$ cat config.mk
export PLATFORM = sky130hd
export DESIGN_NAME = scan_index_gen_flat
export DESIGN_NICKNAME = d
export VERILOG_FILES = /design/src/rtl/scan_index_gen_if.sv /design/src/rtl/scan_index_gen.sv /design/src/flat_wrapper.sv
export SDC_FILE = /design/constraint.sdc
export NUM_CORES = 1
export LEC_CHECK = 0
export CAP_MARGIN = 40
export CORE_MARGIN = 2
export CORE_UTILIZATION = 59
export CTS_CLUSTER_SIZE = 16
export DETAILED_ROUTE_END_ITERATION = 16
export GPL_TIMING_DRIVEN = 0
export PLACE_DENSITY = 0.91
export REMOVE_ABC_BUFFERS = 1
export SYNTH_ARGS = -nofsm -noshare
export SYNTH_HDL_FRONTEND = slang
export SYNTH_SLANG_ARGS = --single-unit
$ cat constraint.sdc
create_clock -name clk -period 5.1 [get_ports clk]
set_clock_uncertainty 0.2 [all_clocks]
set_input_delay 1.02 -clock clk [delete_from_list [all_inputs] [get_ports clk]]
set_output_delay 1.02 -clock clk [all_outputs]
set_load 0.02 [all_outputs]
$ cat src/rtl/scan_index_gen_if.sv
// -----------------------------------------------------------------------------
// scan_index_gen_if
//   Groups the control and index signals of scan_index_gen.
//   master : controller side. It drives start/stop/mode_cont/dwell/last_idx and
//            observes idx/idx_valid/step/busy/done.
//   slave  : scan_index_gen itself.
//   Parameters:
//     N       : index width (decoder input width)
//     DWELL_W : dwell counter / dwell input width
// -----------------------------------------------------------------------------
interface scan_index_gen_if #(
  parameter int N       = 4,
  parameter int DWELL_W = 16
);
  logic               start;
  logic               stop;
  logic               mode_cont;
  logic [DWELL_W-1:0] dwell;
  logic [N-1:0]       last_idx;
  logic [N-1:0]       idx;
  logic               idx_valid;
  logic               step;
  logic               busy;
  logic               done;

  modport master (
    output start, stop, mode_cont, dwell, last_idx,
    input  idx, idx_valid, step, busy, done
  );

  modport slave (
    input  start, stop, mode_cont, dwell, last_idx,
    output idx, idx_valid, step, busy, done
  );
endinterface

$ cat src/rtl/scan_index_gen.sv
// -----------------------------------------------------------------------------
// scan_index_gen
//   Steps an N-bit index from 0 up to a programmable last index L. Each index
//   is held for D+1 cycles. The generator runs one pass (with a done pulse) or
//   wraps continuously. It feeds an N-to-2^N one-hot decoder, and idx_valid
//   qualifies the decoder output.
//
//   Ports:
//     clk    : system clock, rising edge
//     rst_n  : asynchronous active-low reset
//     bus    : scan_index_gen_if.slave
//              in : start, stop, mode_cont, dwell[DWELL_W], last_idx[N]
//              out: idx[N], idx_valid, step, busy, done (all registered)
//
//   Optional feature (macro SCAN_BLANK_EN):
//     Adds a GAP state. GAP inserts one blank cycle (idx_valid=0, idx held)
//     between consecutive indices, including the continuous wrap L->0.
//     When the macro is undefined, GAP and its logic are absent.
// -----------------------------------------------------------------------------
module scan_index_gen #(
  parameter int N       = 4,
  parameter int M       = (1 << N),
  parameter int DWELL_W = 16
) (
  input  logic             clk,
  input  logic             rst_n,
  scan_index_gen_if.slave  bus
);

`ifdef SCAN_BLANK_EN
  typedef enum logic [1:0] {ST_IDLE, ST_RUN, ST_GAP} state_t;
`else
  typedef enum logic [1:0] {ST_IDLE, ST_RUN} state_t;
`endif

  state_t             r_state;
  state_t             w_state_nxt;

  logic [N-1:0]       r_idx,   w_idx_nxt;
  logic [DWELL_W-1:0] r_cnt,   w_cnt_nxt;
  logic [DWELL_W-1:0] r_dwell, w_dwell_nxt;
  logic [N-1:0]       r_last,  w_last_nxt;
  logic               r_cont,  w_cont_nxt;
  logic               r_valid, w_valid_nxt;
  logic               r_step,  w_step_nxt;
  logic               r_busy,  w_busy_nxt;
  logic               r_done,  w_done_nxt;

  logic               w_hold_over;  // dwell of the current index has expired
  logic               w_at_last;    // current index is the final one of the pass
  logic [N-1:0]       w_idx_inc;
  logic [N-1:0]       w_idx_wrap;   // index that follows the current one

  assign w_hold_over = (r_cnt == '0);
  assign w_at_last   = (r_idx == r_last);
  // Modulo M keeps the full-range case (L = M-1) inside N bits.
  assign w_idx_inc   = N'((int'(r_idx) + 1) % M);
  assign w_idx_wrap  = w_at_last ? '0 : w_idx_inc;

  // ---------------------------------------------------------------------------
  // State register
  // ---------------------------------------------------------------------------
  // NOTE: sequential state uses non-blocking (<=) assignments. Every flop
  // therefore samples pre-edge values, whatever order the blocks run in.
  always_ff @(posedge clk or negedge rst_n) begin
    if (!rst_n) r_state <= ST_IDLE;
    else        r_state <= w_state_nxt;
  end

  // ---------------------------------------------------------------------------
  // Next-state logic. stop has priority over every other transition.
  // ---------------------------------------------------------------------------
  always_comb begin
    // NOTE: the default assignment at the top of each always_comb is what
    // keeps paths without an explicit assignment from inferring a latch.
    w_state_nxt = r_state;
    case (r_state)
      ST_IDLE: begin
        if (bus.start && !bus.stop) w_state_nxt = ST_RUN;
      end
      ST_RUN: begin
        if (bus.stop) begin
          w_state_nxt = ST_IDLE;
        end else if (w_hold_over) begin
          if (w_at_last && !r_cont) w_state_nxt = ST_IDLE;
`ifdef SCAN_BLANK_EN
          else                      w_state_nxt = ST_GAP;
`else
          else                      w_state_nxt = ST_RUN;
`endif
        end
      end
`ifdef SCAN_BLANK_EN
      ST_GAP: begin
        w_state_nxt = bus.stop ? ST_IDLE : ST_RUN;
      end
`endif
      default: w_state_nxt = ST_IDLE;
    endcase
  end

  // ---------------------------------------------------------------------------
  // Output / datapath next values. These are registered below, so all outputs
  // come straight from flops.
  // ---------------------------------------------------------------------------
  always_comb begin
    w_idx_nxt   = r_idx;
    w_cnt_nxt   = r_cnt;
    w_dwell_nxt = r_dwell;
    w_last_nxt  = r_last;
    w_cont_nxt  = r_cont;
    w_step_nxt  = 1'b0;
    w_done_nxt  = 1'b0;

    case (r_state)
      ST_IDLE: begin
        // Configuration is captured only on an accepted start. Later changes
        // on the inputs have no effect on a scan in progress.
        if (w_state_nxt == ST_RUN) begin
          w_idx_nxt   = '0;
          w_cnt_nxt   = bus.dwell;
          w_dwell_nxt = bus.dwell;
          w_last_nxt  = bus.last_idx;
          w_cont_nxt  = bus.mode_cont;
          w_step_nxt  = 1'b1;
        end
      end
      ST_RUN: begin
        if (w_state_nxt == ST_IDLE) begin
          // Leaving RUN without stop can only mean a single pass ended.
          w_done_nxt = !bus.stop;
        end else if (!w_hold_over) begin
          w_cnt_nxt = r_cnt - DWELL_W'(1);
        end else if (w_state_nxt == ST_RUN) begin
          w_idx_nxt  = w_idx_wrap;
          w_cnt_nxt  = r_dwell;
          w_step_nxt = 1'b1;
        end
        // A move into GAP keeps idx. The advance happens when GAP exits.
      end
`ifdef SCAN_BLANK_EN
      ST_GAP: begin
        if (w_state_nxt == ST_RUN) begin
          w_idx_nxt  = w_idx_wrap;
          w_cnt_nxt  = r_dwell;
          w_step_nxt = 1'b1;
        end
      end
`endif
      default: ;
    endcase

    w_valid_nxt = (w_state_nxt == ST_RUN);
    w_busy_nxt  = (w_state_nxt != ST_IDLE);
  end

  // ---------------------------------------------------------------------------
  // Datapath and output registers
  // ---------------------------------------------------------------------------
  always_ff @(posedge clk or negedge rst_n) begin
    if (!rst_n) begin
      r_idx   <= '0;
      r_cnt   <= '0;
      r_dwell <= '0;
      r_last  <= '0;
      r_cont  <= 1'b0;
      r_valid <= 1'b0;
      r_step  <= 1'b0;
      r_busy  <= 1'b0;
      r_done  <= 1'b0;
    end else begin
      r_idx   <= w_idx_nxt;
      r_cnt   <= w_cnt_nxt;
      r_dwell <= w_dwell_nxt;
      r_last  <= w_last_nxt;
      r_cont  <= w_cont_nxt;
      r_valid <= w_valid_nxt;
      r_step  <= w_step_nxt;
      r_busy  <= w_busy_nxt;
      r_done  <= w_done_nxt;
    end
  end

  assign bus.idx       = r_idx;
  assign bus.idx_valid = r_valid;
  assign bus.step      = r_step;
  assign bus.busy      = r_busy;
  assign bus.done      = r_done;

endmodule

$ cat src/flat_wrapper.sv
// flat-port wrapper written by rule: the top's interface ports become plain ports
module scan_index_gen_flat 
#(
  parameter int N       = 4,
  parameter int M       = (1 << N),
  parameter int DWELL_W = 16
)
  (clk, rst_n, bus_start, bus_stop, bus_mode_cont, bus_dwell, bus_last_idx, bus_idx, bus_idx_valid, bus_step, bus_busy, bus_done);
  scan_index_gen_if #(.N(N), .DWELL_W(DWELL_W)) bus_i ();
  input  logic clk;
  input  logic rst_n;
  input wire logic [$bits(bus_i.start)-1:0] bus_start;
  input wire logic [$bits(bus_i.stop)-1:0] bus_stop;
  input wire logic [$bits(bus_i.mode_cont)-1:0] bus_mode_cont;
  input wire logic [$bits(bus_i.dwell)-1:0] bus_dwell;
  input wire logic [$bits(bus_i.last_idx)-1:0] bus_last_idx;
  output wire logic [$bits(bus_i.idx)-1:0] bus_idx;
  output wire logic [$bits(bus_i.idx_valid)-1:0] bus_idx_valid;
  output wire logic [$bits(bus_i.step)-1:0] bus_step;
  output wire logic [$bits(bus_i.busy)-1:0] bus_busy;
  output wire logic [$bits(bus_i.done)-1:0] bus_done;
  assign bus_i.start = bus_start;
  assign bus_i.stop = bus_stop;
  assign bus_i.mode_cont = bus_mode_cont;
  assign bus_i.dwell = bus_dwell;
  assign bus_i.last_idx = bus_last_idx;
  assign bus_idx = bus_i.idx;
  assign bus_idx_valid = bus_i.idx_valid;
  assign bus_step = bus_i.step;
  assign bus_busy = bus_i.busy;
  assign bus_done = bus_i.done;
  scan_index_gen #(.N(N), .M(M), .DWELL_W(DWELL_W)) u_core (.clk(clk), .rst_n(rst_n), .bus(bus_i));
endmodule
Word-level counts from Yosys, hierarchy flattened. Index checks and enable logic that the tools add are counted.

Add/subtract/negate cells: 2. Eq/ne operators: 8. Muxes and demuxes: 22. Reductions and logical operators: 12.

Operators with widths (number): two-way mux 16 bit (4); case mux 16 bit (2 select lines) (1); two-way mux 4 bit (5); logical NOT 16 bit (1); subtractor 16 x 1 -> 16 bit (second input constant) (1); case mux 4 bit (2 select lines) (1); two-way mux 1 bit (6); two-way mux 2 bit (3); != test 2 x 1 -> 1 bit (second input constant) (3); AND reduction 5 bit (1); adder 4 x 1 -> 4 bit (second input constant) (1); equality test 2 x 1 -> 1 bit (second input constant) (2); equality test 4 bit (1); logical NOT 2 bit (2); case mux 2 bit (2 select lines) (1); AND reduction 4 bit (1); nonzero test 2 bit (2); != test 3 x 2 -> 1 bit (second input constant) (1); logical AND 1 bit (2); logical NOT 1 bit (2); != test 2 bit (second input constant) (1); case mux 1 bit (2 select lines) (1); AND reduction 2 bit (1).

Flip-flop bits (word level): 47. Input bits: 25.

Longest topological paths before layout.
Depth in word-level cells: 11. Gate-level depth with buffers: 9.

Worst setup path after synthesis. No wires, ideal clock.

Kind: input-to-reg. From: in bus_stop. To: reg u_core.r_cnt[15]. Data arrival time: 2.175 ns. Path slack: 2.577 ns. Stages: 5. Path buffers: 1. Path through: or4b_1 o21a_1 clkbuf_1 o21ai_0 o311ai_0.

Longest elaborated chain between the ends: 7.

RTL lines: start: declaration (RTL line flat_wrapper.sv:13) `input wire logic [$bits(bus_i.stop)-1:0] bus_stop;`; logical NOT 1 bit (RTL line scan_index_gen.sv:79) `if (bus.start && !bus.stop) w_state_nxt = ST_RUN;`; logical AND 1 bit (RTL line scan_index_gen.sv:79); two-way mux 2 bit (RTL line scan_index_gen.sv:79); case mux 2 bit (2 select lines) (*) (RTL line scan_index_gen.sv:77) `case (r_state)`; equality test 2 x 1 -> 1 bit / logical NOT 2 bit (equally long branches) (RTL line scan_index_gen.sv:119, scan_index_gen.sv:134, scan_index_gen.sv:129); != test 3 x 2 -> 1 bit (no source line), or another cell as far along; AND reduction 4 bit (no source line) (*); end signal: assignment (RTL line scan_index_gen.sv:173) `r_cnt <= w_cnt_nxt;`; end: declaration (RTL line scan_index_gen.sv:40) `logic [DWELL_W-1:0] r_cnt, w_cnt_nxt;`.

Every way passes the cells marked *; elsewhere a longest branch is shown, timed or not. A chain may end at the register's enable or synchronous reset.

Worst setup path after layout.
From: in bus_stop. To: reg u_core.r_cnt[3].

Longest elaborated chain between the ends: 7.

RTL lines: logical NOT 1 bit (RTL line scan_index_gen.sv:79); logical AND 1 bit (RTL line scan_index_gen.sv:79); two-way mux 2 bit (RTL line scan_index_gen.sv:79); case mux 2 bit (2 select lines) (*) (RTL line scan_index_gen.sv:77); net u_core.w_state_nxt[0] (RTL line scan_index_gen.sv:37) `state_t w_state_nxt;`; equality test 2 x 1 -> 1 bit / logical NOT 2 bit (equally long branches) (RTL line scan_index_gen.sv:119, scan_index_gen.sv:134, scan_index_gen.sv:129); != test 3 x 2 -> 1 bit (no source line), or another cell as far along; AND reduction 4 bit (no source line) (*).

Mark *: on every way through the listed nets, which the timed path passes. The rest lies on a longest branch.

==> metrics.json <==
{
  "yosys": {
    "synth-edff-count": 0,
    "synth_common_cells": "78 x nand2_1, 47 x dfrtp_1, 18 x nor2_1, 18 x o21ai_0, 13 x clkbuf_1",
    "yosys_warnings": 0,
    "synth_cells": 289,
    "postSynthRegisterBits": 47,
    "asyncSetResetFlopFracSynth": 1.00,
    "postSynth.topFlopCell": "dfrtp_1",
    "yosys.cell_count.top_type": "nand2_1",
    "area_contributors_post_synth": "dfrtp_1 47%, nand2_1 12%, o21ai_0 3.6%, nor2_1 2.7%, a21oi_1 2.4%",
    "synthDominantCellAreaShare": 0.467,
    "synth.yosys.seq_area_share": 0.467,
    "postSynthAreaPerCell_sq_um": 8.72,
    "combined_area_of_all_synthesized_cells_sq_um": 2520,
    "yosys.area.top_type": "dfrtp_1",
    "post_synth_num_cell_types": 52
  },
  "cts": {
    "cts_htree_levels": 2,
    "cts_tree": "yes",
    "post_cts_resized": 0,
    "cts_hold_repair.buffers": 0,
    "clock_sink_count": 47,
    "cts.repair_timing.setup_buffer_count": 0,
    "clock_latency_late_sink_ns": 0.30,
    "cts.root.buffer_cell": "clkbuf_8",
    "clock_path_buffers": 2,
    "tritoncts.num_buffers": 5,
    "cts.reportedPaths.clkPinSlew_ns": 0.08
  },
  "detailed_routing": {
    "number_of_drc_markers_in_iteration_0": 196,
    "route.detailed.wl_per_inst_microns": 16.6,
    "ant_nets": 0,
    "via_count": 2297,
    "remaining_drc_errors": 0,
    "drt_first_pass_iters": 5,
    "routed_via_density": 6.24,
    "routed_wirelength_microns": 6090
  },
  "timing": {
    "final.period_utilization": 0.720,
    "hold_viol": 0,
    "rsz0062_at_grt": "false",
    "maxSlewViolCount": 0,
    "fin_setup_tns_ns": 0,
    "timing_worst_slew_pin_value_ns": 0.806,
    "finalCriticalPeriod_ns": 3.67,
    "timing.slew.headroom": 0.463,
    "max_fclk_ghz": 0.272,
    "number_of_failing_setup_endpoints_in_the_final_timing_report": 0
  },
  "place": {
    "hpwl_after_detailed_placement_microns": 4210,
    "port_bufs": 32,
    "place.gp.congestion": 0.944,
    "placed_area_sq_um": 2890
  },
  "worst_setup_path": {
    "crit_path_max_delay_cell_type": "or4b_1",
    "ff2ff_path_depth": 9,
    "crit_path_max_incr_delay_ns": 0.94,
    "timing.critical_path.to_type": "flip-flop",
    "worst_path_required_ns": 5.09,
    "worstPathMaxFanout": 22,
    "cp_data_arrival_time_ns": 3.67,
    "reg2reg_to": "u_core.r_cnt[7]$_DFFE_PN0P_",
    "type_of_the_worst_setup_path": "in -> reg",
    "crit-reg2reg-launch": "u_core.r_cnt[0]$_DFFE_PN0P_",
    "crit_path_cell_trace": "clkdlybuf4s50_1 > or4b_1 > o21a_1 > inv_2 > o21ai_1 > a221o_1",
    "setup.reg_to_reg.worst_slack_ns": 2.03,
    "worstSetupStartpointType": "input pin"
  },
  "pwr": {
    "total_leakage_power_nw": 1.36,
    "vdd.ir_drop.worst_mv": 0.229,
    "powerDensity_nw_per_um2": 316
  },
  "grt": {
    "grt_use_total": 0.263,
    "grt_max_degree": 25,
    "grt_pass1_wl_microns": 10200,
    "grt_pass1_vias": 2209,
    "antenna_found_initial": 0,
    "grt-ovfl-total": 0
  },
  "finish": {
    "nets": 344,
    "num-fill-cells": 289,
    "antenna_cells_inserted": 0,
    "finish.instance_area_sq_um": 2990,
    "layout-drive-gt1-share": 0.0660,
    "layout-area-overhead-vs-synth_pct": 18.7
  },
  "floorplanning": {
    "number_of_top_level_design_ports": 33,
    "die_y_microns": 69.4,
    "floorplan.rows": 23,
    "fp.dieArea_sq_um": 4810,
    "placeableCoreArea_sq_um": 4060,
    "initial_utilization": 0.621,
    "x_dimension_of_the_die_microns": 69.4
  },
  "hold_path": {
    "min_path_cells": 2,
    "holdPathEnd": "u_core.r_dwell[0]$_DFFE_PN0P_",
    "hold_class": "reg -> reg",
    "timing.hold.worst.start": "u_core.r_dwell[0]$_DFFE_PN0P_"
  },
  "flow_run": {
    "cap_viol_max_count": 0
  },
  "outcome": {
    "result_of_the_run": "finished clean"
  }
}
-- per-layer routing --
metal	part of all wire	vias to the layer above	track usage
li1	-	1072	-
met4	0.018	0	0.0980
met3	0.066	11	0.0494
met5	0	-	0
met1	0.43	1104	0.351
met2	0.48	110	0.426
-- logic make-up (layout without fill, tap and decap cells) --
logic type,after synthesis,after routing,share of synthesized area
flops,47,47,0.467
fa+ha+maj,2,2,0.00992
buf+inv,24,53,0.0362
mux,3,3,0.0119
xor+xnor,4,4,0.0139
simple gates,143,143,0.291
compound gates,65,65,0.169
other cells,1,1,0.00149
-- layout make-up --
| class | instances | area, sq um | share of cell area |
|---|---|---|---|
| multi-input combinational | 218 | 1250 | 0.419 |
| sequential | 47 | 1180 | 0.393 |
| timing repair buffer | 35 | 362 | 0.121 |
| clock buffer | 8 | 100 | 0.0335 |
| tap | 50 | 62.6 | 0.0209 |
| inverter | 10 | 37.5 | 0.0125 |
-- cells in the final DEF, fill, tap and decap left out, drive strengths merged, types with 5 or more instances in the layout --
cell type	synthesis	layout
clkbuf	13	8
o31ai	6	6
a31oi	5	5
nand3	7	7
o21ai	23	23
nand4	5	5
clkdlybuf4s50	0	31
dfrtp	47	47
nor4	5	5
nand2	79	79
inv	10	10
nor3	9	9
nor2	19	19
a21oi	12	12
-- flip-flops by register name, indices dropped and copies added, names as in the netlist --
register and count:
u_core.r_state 2, u_core.bus.idx 4, u_core.r_cont 1, u_core.bus.idx_valid 1, u_core.r_last 4, u_core.r_dwell 16
u_core.bus.step 1, u_core.bus.done 1, u_core.r_cnt 16, u_core.bus.busy 1
-- worst max-delay path: cells and delay by family --
| kind | cells | cell delay (ns) |
|---|---|---|
| AOI/OAI and AO/OA | 3 | 0.91 |
| buffers and inverters | 2 | 0.78 |
| and+or+nand+nor | 1 | 0.94 |
-- report_power, final --
group | internal [W] | leakage [nW] | switching [W]
Combinational | 0.0000859 | 0.717 | 0.000108
Clock | 0.000124 | 0.0515 | 0.000125
Sequential | 0.000434 | 0.590 | 0.0000686
Total | 0.000644 | 1.36 | 0.000301
-- worst max-delay path by stage --
stage,depth (start not counted),endpoint,slack (ns),from
6_report,6,u_core.r_cnt[3]$_DFFE_PN0P_,1.43,bus_stop
5_1_grt,6,u_core.r_cnt[3]$_DFFE_PN0P_,1.30,bus_stop
4_1_cts,6,u_core.r_cnt[3]$_DFFE_PN0P_,1.43,bus_stop
3_5_place_dp,6,u_core.r_cnt[3]$_DFFE_PN0P_,1.16,bus_stop
3_3_place_gp,6,u_core.r_cnt[3]$_DFFE_PN0P_,1.18,bus_stop
2_1_floorplan,5,u_core.r_cnt[3]$_DFFE_PN0P_,2.13,bus_stop
-- stage by stage --
stage	setup slack, ns	hold slack, ns	utilization	total power (W)	std cells
finish	1.43	0.284	0.737	0.000945	368
global route	1.30	0.307	0.737	0.000990	368
CTS	1.43	0.285	0.737	0.000943	368
detailed placement	1.16	0.265	0.713	0.000697	360
global placement	1.18	0.258	0.702	0.000681	357
floorplan	2.13	0.240	-	0.000617	275
Power figures use the tool's default switching activity.
